==> src/rtl/bcd_pkg.sv <==
// Shared definitions for the sequential binary-to-BCD converter.
// Holds the digit width, the FSM state type and the overflow threshold helper.
package bcd_pkg;

    localparam int unsigned BCD_DIGIT_W = 4;
    localparam logic [3:0]  BCD_NINE    = 4'd9;

    typedef enum logic {
        ST_IDLE  = 1'b0,
        ST_SHIFT = 1'b1
    } state_t;

    // Largest value representable in the given number of decimal digits.
    function automatic int unsigned max_bcd(input int unsigned digits);
        int unsigned p;
        p = 1;
        for (int unsigned i = 0; i < digits; i++) begin
            p = p * 10;
        end
        return p - 1;
    endfunction

endpackage

==> src/rtl/bcd_digit_adjust.sv <==
// Double-dabble digit correction: add 3 to a BCD digit that is 5 or more,
// so that the following left shift carries correctly into the next digit.
module bcd_digit_adjust (
    input  logic [3:0] digit_in,
    output logic [3:0] digit_out
);

    always_comb begin
        digit_out = (digit_in >= 4'd5) ? (digit_in + 4'd3) : digit_in;
    end

endmodule

==> src/rtl/bin_to_bcd_seq.sv <==
// Iterative shift-add-3 binary-to-BCD converter: one bit per cycle, results
// registered on completion and held until the next conversion finishes.
module bin_to_bcd_seq
    import bcd_pkg::*;
#(
    parameter int unsigned BIN_W  = 8,
    parameter int unsigned DIGITS = 3
) (
    input  logic                            clk,
    input  logic                            rst,
    input  logic                            start,
    input  logic [BIN_W-1:0]                bin_in,
    output logic                            busy,
    output logic                            done,
    output logic [BCD_DIGIT_W*DIGITS-1:0]   bcd_out,
    output logic                            ovf
);

    localparam int unsigned ACC_W = BCD_DIGIT_W * DIGITS;
    localparam int unsigned CNT_W = (BIN_W > 1) ? $clog2(BIN_W) : 1;

    state_t             state, state_next;
    logic [BIN_W-1:0]   shreg, sh_shift;
    logic [ACC_W-1:0]   acc, adj, acc_shift;
    logic [CNT_W-1:0]   cnt;
    logic               ovf_pend;
    logic               last;

    for (genvar k = 0; k < DIGITS; k++) begin : g_adj
        bcd_digit_adjust u_adj (
            .digit_in  (acc[k*BCD_DIGIT_W +: BCD_DIGIT_W]),
            .digit_out (adj[k*BCD_DIGIT_W +: BCD_DIGIT_W])
        );
    end

    // Carry out of the top digit falls off the left end; only matters on overflow.
    always_comb begin
        {acc_shift, sh_shift} = {adj, shreg} << 1;
        last                  = (cnt == CNT_W'(BIN_W - 1));
    end

    always_comb begin
        state_next = state;
        unique case (state)
            ST_IDLE:  if (start) state_next = ST_SHIFT;
            ST_SHIFT: if (last)  state_next = ST_IDLE;
            default:  state_next = ST_IDLE;
        endcase
    end

    always_ff @(posedge clk) begin
        if (rst) begin
            state <= ST_IDLE;
        end else begin
            state <= state_next;
        end
    end

    always_ff @(posedge clk) begin
        if (rst) begin
            busy     <= 1'b0;
            done     <= 1'b0;
            bcd_out  <= '0;
            ovf      <= 1'b0;
            shreg    <= '0;
            acc      <= '0;
            cnt      <= '0;
            ovf_pend <= 1'b0;
        end else begin
            busy <= (state_next == ST_SHIFT);
            done <= 1'b0;
            unique case (state)
                ST_IDLE: begin
                    if (start) begin
                        shreg    <= bin_in;
                        acc      <= '0;
                        cnt      <= '0;
                        // Overflow is decided from the captured value, before shifting consumes it.
                        ovf_pend <= 32'(bin_in) > max_bcd(DIGITS);
                    end
                end
                ST_SHIFT: begin
                    shreg <= sh_shift;
                    acc   <= acc_shift;
                    cnt   <= cnt + 1'b1;
                    if (last) begin
                        done    <= 1'b1;
                        ovf     <= ovf_pend;
                        bcd_out <= ovf_pend ? {DIGITS{BCD_NINE}} : acc_shift;
                    end
                end
                default: ;
            endcase
        end
    end

endmodule

==> config.mk <==
export PLATFORM = sky130hd
export DESIGN_NAME = bin_to_bcd_seq
export DESIGN_NICKNAME = d
export VERILOG_FILES = /design/src/rtl/bcd_pkg.sv /design/src/rtl/bcd_digit_adjust.sv /design/src/rtl/bin_to_bcd_seq.sv
export SDC_FILE = /design/constraint.sdc
export NUM_CORES = 1
export LEC_CHECK = 0
export CAP_MARGIN = 20
export CORE_MARGIN = 3
export CORE_UTILIZATION = 34
export CTS_BUF_LIST = sky130_fd_sc_hd__clkbuf_8
export CTS_CLUSTER_DIAMETER = 120
export DETAILED_ROUTE_END_ITERATION = 8
export GPL_ROUTABILITY_DRIVEN = 0
export PLACE_DENSITY = 0.52
export SKIP_LAST_GASP = 1
export SLEW_MARGIN = 20
export SYNTH_ARGS = -nofsm -noshare
export SYNTH_HDL_FRONTEND = slang
export SYNTH_SLANG_ARGS = --single-unit
==> constraint.sdc <==
create_clock -name clk -period 1.7 [get_ports clk]
set_clock_uncertainty 0.1 [all_clocks]
set_input_delay 0.34 -clock clk [delete_from_list [all_inputs] [get_ports clk]]
set_output_delay 0.34 -clock clk [all_outputs]
set_load 0.02 [all_outputs]
# Word-level counts from Yosys, hierarchy flattened
# Cells that the tools add are included.
# classes
n_bitwise,1
n_lt_le_gt_ge,3
reduce_logical,2
n_addsub,4
n_eq_ne,2
mux,13
# op_table
operator,count
$pmux W12 S2,1
$pmux W8 S2,1
$ge A4 B3 Y1 const B,3
$mux W12,1
$add A4 B2 Y4 const B,2
$mux W4,2
$mux W8,1
$mux W3,2
$pmux W3 S2,1
$add A3 B1 Y3 const B,1
$add A3 B2 Y3 const B,1
$eq A3 B3 Y1 const B,1
$mux W1,3
$ne A2 B2 Y1 const B,1
$pmux W1 S2,1
$reduce_and A2 Y1,1
$reduce_or A2 Y1,1
$not A1 Y1,1
# word_totals
reg_bits,37
out_inout_bits,15
input_bits,11

# Depth between registers and ports, before layout
# logic_depth
word_depth,3
mapped_depth,6

# Hierarchy
# Synthesis repeated with hierarchy kept, for this count alone.
# hier_totals
hier_cells,214
hier_area_um2,1953.1
# modules_own_cells
mod,cells_each,area_per_inst_um2,instances
bin_to_bcd_seq,166,1649.1,1
bcd_digit_adjust,16,101.3,3

# Least setup slack after synthesis
# OpenSTA, ideal clock, no wires.
# synth_path
kind,register to register
startpoint,reg acc[8]
endpoint,reg acc[10]
arrival_ns,1.352
stages_incl_launch_ff,7
slack_ns,0.178
path_buffers,0
setup_ns,0.070
period_less_slack_ns,1.522
path_cell_list,dfxtp_1 inv_1 ha_1 nand2b_1 a21oi_2 mux2_1 o21ai_1
# synth_via
elab_chain_len,3
word_cells_on_any_way,4
cone_classes,add/sub (1); order compare (1); mux (2)
# synth_rtl
element,line,source
from (decl),bin_to_bcd_seq.sv:24,"logic [ACC_W-1:0] acc, adj, acc_shift;"
from (signal assigned),bin_to_bcd_seq.sv:84,acc <= acc_shift;
$ge A4 B3 Y1 / $add A3 B2 Y3 (equally long branches),bcd_digit_adjust.sv:9,digit_out = (digit_in >= 4'd5) ? (digit_in + 4'd3) : digit_in;
$mux W3 *,bcd_digit_adjust.sv:9,
$pmux W12 S2 *,bin_to_bcd_seq.sv:72,unique case (state)
# Mark *: on every way between the ends. The rest lies on a longest branch, timed or not.
# A chain may end at the register's enable or synchronous reset.

# Final worst setup path
# layout_path
startpoint,reg bcd_out[3]
endpoint,out bcd_out[3]
# layout_rtl
element,line,source
from (decl),bin_to_bcd_seq.sv:15,"output logic [BCD_DIGIT_W*DIGITS-1:0] bcd_out,"
from (signal assigned),bin_to_bcd_seq.sv:89,bcd_out <= ovf_pend ? {DIGITS{BCD_NINE}} : acc_shift;
# No word-level cell between the ends.

==> flow_summary_export.csv <==
group,metric,value,unit
cells_and_area,final_core_util,46.18,%
cells_and_area,num_antenna_cells,0,
detailed_routing,wl,3562,um
clock_network,clock-root-buffer,"clkbuf_8",
clock_network,maximum_clock_insertion_buffer_count,2,
sta,grt_setup_unrepaired,"no",
run_status,outcome,"complete, no violations",
floorplan,initial_core_util,35.50,%
global_routing,antenna_found_initial,0,
hold_path,hold_path.class,"flop to flop",
setup_path,crit_type,"flop to output pin",
hold_path,min_from,"bcd_out[11]",
setup_path,crit_path_max_incr_delay,0.61,ns
floorplan,die_area,5845,sq um
setup_path,cp_slowest_cell,"clkdlybuf4s50_1",
synth,top_flip_flop_cell_by_instance_count_after_synthesis,"dfxtp_1",
setup_path,required,1.26,ns
detailed_routing,detail_route.vias_per_cell,4.785,
pwr,irDropWorstVdd,0.3788,mV
clock_network,cts_inserted_buffers,5,
synth,synth_warnings,0,
global_routing,residual_overflow_from_global_routing,0,
floorplan,die_width,76.46,um
global_routing,largest_net_degree_at_the_start_of_global_routing,30,
detailed_routing,route.detailed.wl_per_inst,12.16,um
synth,synth_fp_nets,209,
pwr,p_leak,0.9247,nW
synth,synth.yosys.seq_area_share,43.88,%
cells_and_area,layout-area-overhead-vs-synth,30.10,%
detailed_routing,vias,1402,
setup_path,critical_path.cell_chain,"clkdlybuf4s50_1",
pwr,power_density,777.5,nW/um^2
job,max_cap_violations,0,
setup_path,critPathTopFamily,"buffers and inverters",
setup_path,setup.reg_to_reg.worst_slack,0.13,ns
detailed_routing,drt_pass1_iterations,4,
detailed_routing,route.detailed.drc,0,
cells_and_area,drive_above_1_share,13.27,%
cells_and_area,final_net_count,244,
synth,post_synth.cell_area_avg,8.884,sq um
clock_network,clkSlewWorstSetupHoldPaths,0.07,ns
sta,post-route-period-util,97.44,%
sta,final.setup.tns,0,ns
cells_and_area,final_area,2196,sq um
sta,slew_viol_final,0,
sta,final_hold_viol_count,0,
synth,post_synth_inst_count,190,
clock_network,cts_max_level,2,
clock_network,worst_skew_late_latency,0.28,ns
clock_network,cts_hold_buf,0,
global_routing,first_global_vias,1373,
detailed_routing,ant_nets,0,
floorplan,floorplan.die.height,76.46,um
sta,fin_hold_ws,0.3435,ns
hold_path,hold_crit_endpoint,"bcd_out[11]",
placement,portBuffers,24,
floorplan,pin_count,26,
setup_path,worstSetupEndpointType,"output pin",
floorplan,standard_cell_rows,25,
synth,synth_cell_type_count,29,
setup_path,timing.rr.start,"acc[5]",
setup_path,reg2reg_path_depth,6,
global_routing,globalRouteTotalUtil,12.77,%
setup_path,path_buf_inv,1,
placement,numPlacedInstances,285,
floorplan,core-area,4755,sq um
clock_network,clock-sinks,37,
placement,place.detailed.hpwl,2646,um
sta,fin_crit,1.656,ns
placement,post_detailed_placement_cell_area,2082,sq um
detailed_routing,detailedRoute.firstIterationViolations,54,
hold_path,min_path_cells,2,
setup_path,timing.critical_path.fanout_max,2,
setup_path,setup.worst_path.start_class,"flop",
global_routing,global_route_wire_length_before_repair,6134,um
sta,max_clock_freq,0.6037,GHz
cells_and_area,final-instance-count-excl-fill,293,
setup_path,worst_ep_arrival,1.22,ns
setup_path,critical_path.reg2reg.endpoint,"acc[6]",
sta,report.final.setup_viol,0,
synth,synth.cell_area,1688,sq um
synth,synth-edff-count,0,
clock_network,tritoncts,"built",
synth,synth.ff_latch_count,37,
synth,ys_async_sr_fraction,0,%
[per-stage QoR]
step / setup WS (ns) / total power [mW]
after floorplan: 0.1776 / 0.9984
after global placement: 0.001666 / 1.061
after detailed placement: -0.03777 / 1.066
after CTS: 0.008985 / 1.738
after global routing: 0.001639 / 1.775
final: 0.04355 / 1.707
[cell families after synthesis]
kind of cell / share of synthesized area (%)
xor gates and xnor gates: 1.557
adders and majority gates: 5.931
AOI/OAI and AO/OA: 15.79
and+or+nand+nor: 19.42
other: 0.2222
buffers and inverters: 4.818
muxes: 8.377
DFF: 43.88
[cell usage after synthesis (3+ instances only)]
library cell,number,area [sq um]
a21oi_1,19,95.09
buf_2,5,25.02
clkbuf_1,4,15.01
dfxtp_1,37,740.7
ha_1,8,100.1
inv_1,7,26.28
mux2i_1,10,100.1
nand2_1,13,48.80
nand2b_1,4,25.02
nand3_1,3,15.01
nand3b_1,6,45.04
nor2_1,21,78.83
nor3b_1,11,82.58
o21ai_1,17,85.08
o21ai_2,4,35.03
xnor2_1,3,26.28
[state kept, by name, summed over array words and instances (netlist names)]
signal   count
acc         12
busy         1
done         1
shreg        8
bcd_out     12
cnt          3
[worst min-delay path, cell delays in order (launching register included)]
cell and delay [ns]:
dfxtp_1 0.31, nand2_1 0.04, o21ai_1 0.05
[layer usage]
metal	wire length, um	vias up	track usage, %
li1	-	714	-
met1	1713	659	15.17
met2	1692	23	21.88
met3	104	6	3.783
met5	0	-	0
met4	52	0	4.348
[timing repair]
| item | 4_1_cts | 5_1_grt |
|---|---|---|
| endpoints found under the setup margin | 0 | 5 |
| setup buffers | 0 | 0 |
| gates resized for setup | 0 | 5 |
[power by group]
group / internal, mW / leakage (nW) / switching [mW]
combinational: 0.0733 / 0.571 / 0.0778
sequential: 0.883 / 0.300 / 0.0106
clock: 0.366 / 0.0542 / 0.297
[final cells by class]
| type | count | area [sq um] |
|---|---|---|
| fill | 491 | 2559 |
| multi-input combinational | 135 | 865.8 |
| sequential | 37 | 740.7 |
| timing repair buffer | 39 | 377.9 |
| clock buffer | 7 | 96.34 |
| tap | 67 | 83.83 |
| inverter | 7 | 26.28 |
| clock inverter | 1 | 5.005 |
[worst max-delay path by stage]
| stage | from | to | slack [ns] | depth (start not counted) |
|---|---|---|---|---|
| after floorplan | acc[8] | acc[10] | 0.18 | 6 |
| after global routing | bcd_out[0] | bcd_out[0] | 0.002 | 1 |
| after detailed placement | start | acc[10] | -0.04 | 4 |
| after CTS | bcd_out[9] | bcd_out[9] | 0.009 | 1 |
| final | bcd_out[3] | bcd_out[3] | 0.04 | 1 |
| after global placement | rst | acc[1] | 0.002 | 3 |
[cell usage in the layout, fill, tap and decap left out, types with 3 or more instances in the layout]
cell type / synthesis / routed
buf_4: 2 / 14
xnor2_1: 3 / 3
nor2_1: 21 / 21
dlymetal6s2s_1: 0 / 5
nand2_1: 13 / 13
mux2i_1: 10 / 10
a21oi_1: 19 / 19
ha_1: 8 / 8
nand3b_1: 6 / 6
nor3b_1: 11 / 11
nand3_1: 3 / 3
o21ai_1: 17 / 17
clkdlybuf4s50_1: 0 / 19
dfxtp_1: 37 / 37
nand2b_1: 4 / 4
o21ai_2: 4 / 4
clkbuf_8: 0 / 7
inv_1: 7 / 7
No activity file was read; power rests on OpenSTA's default activity.
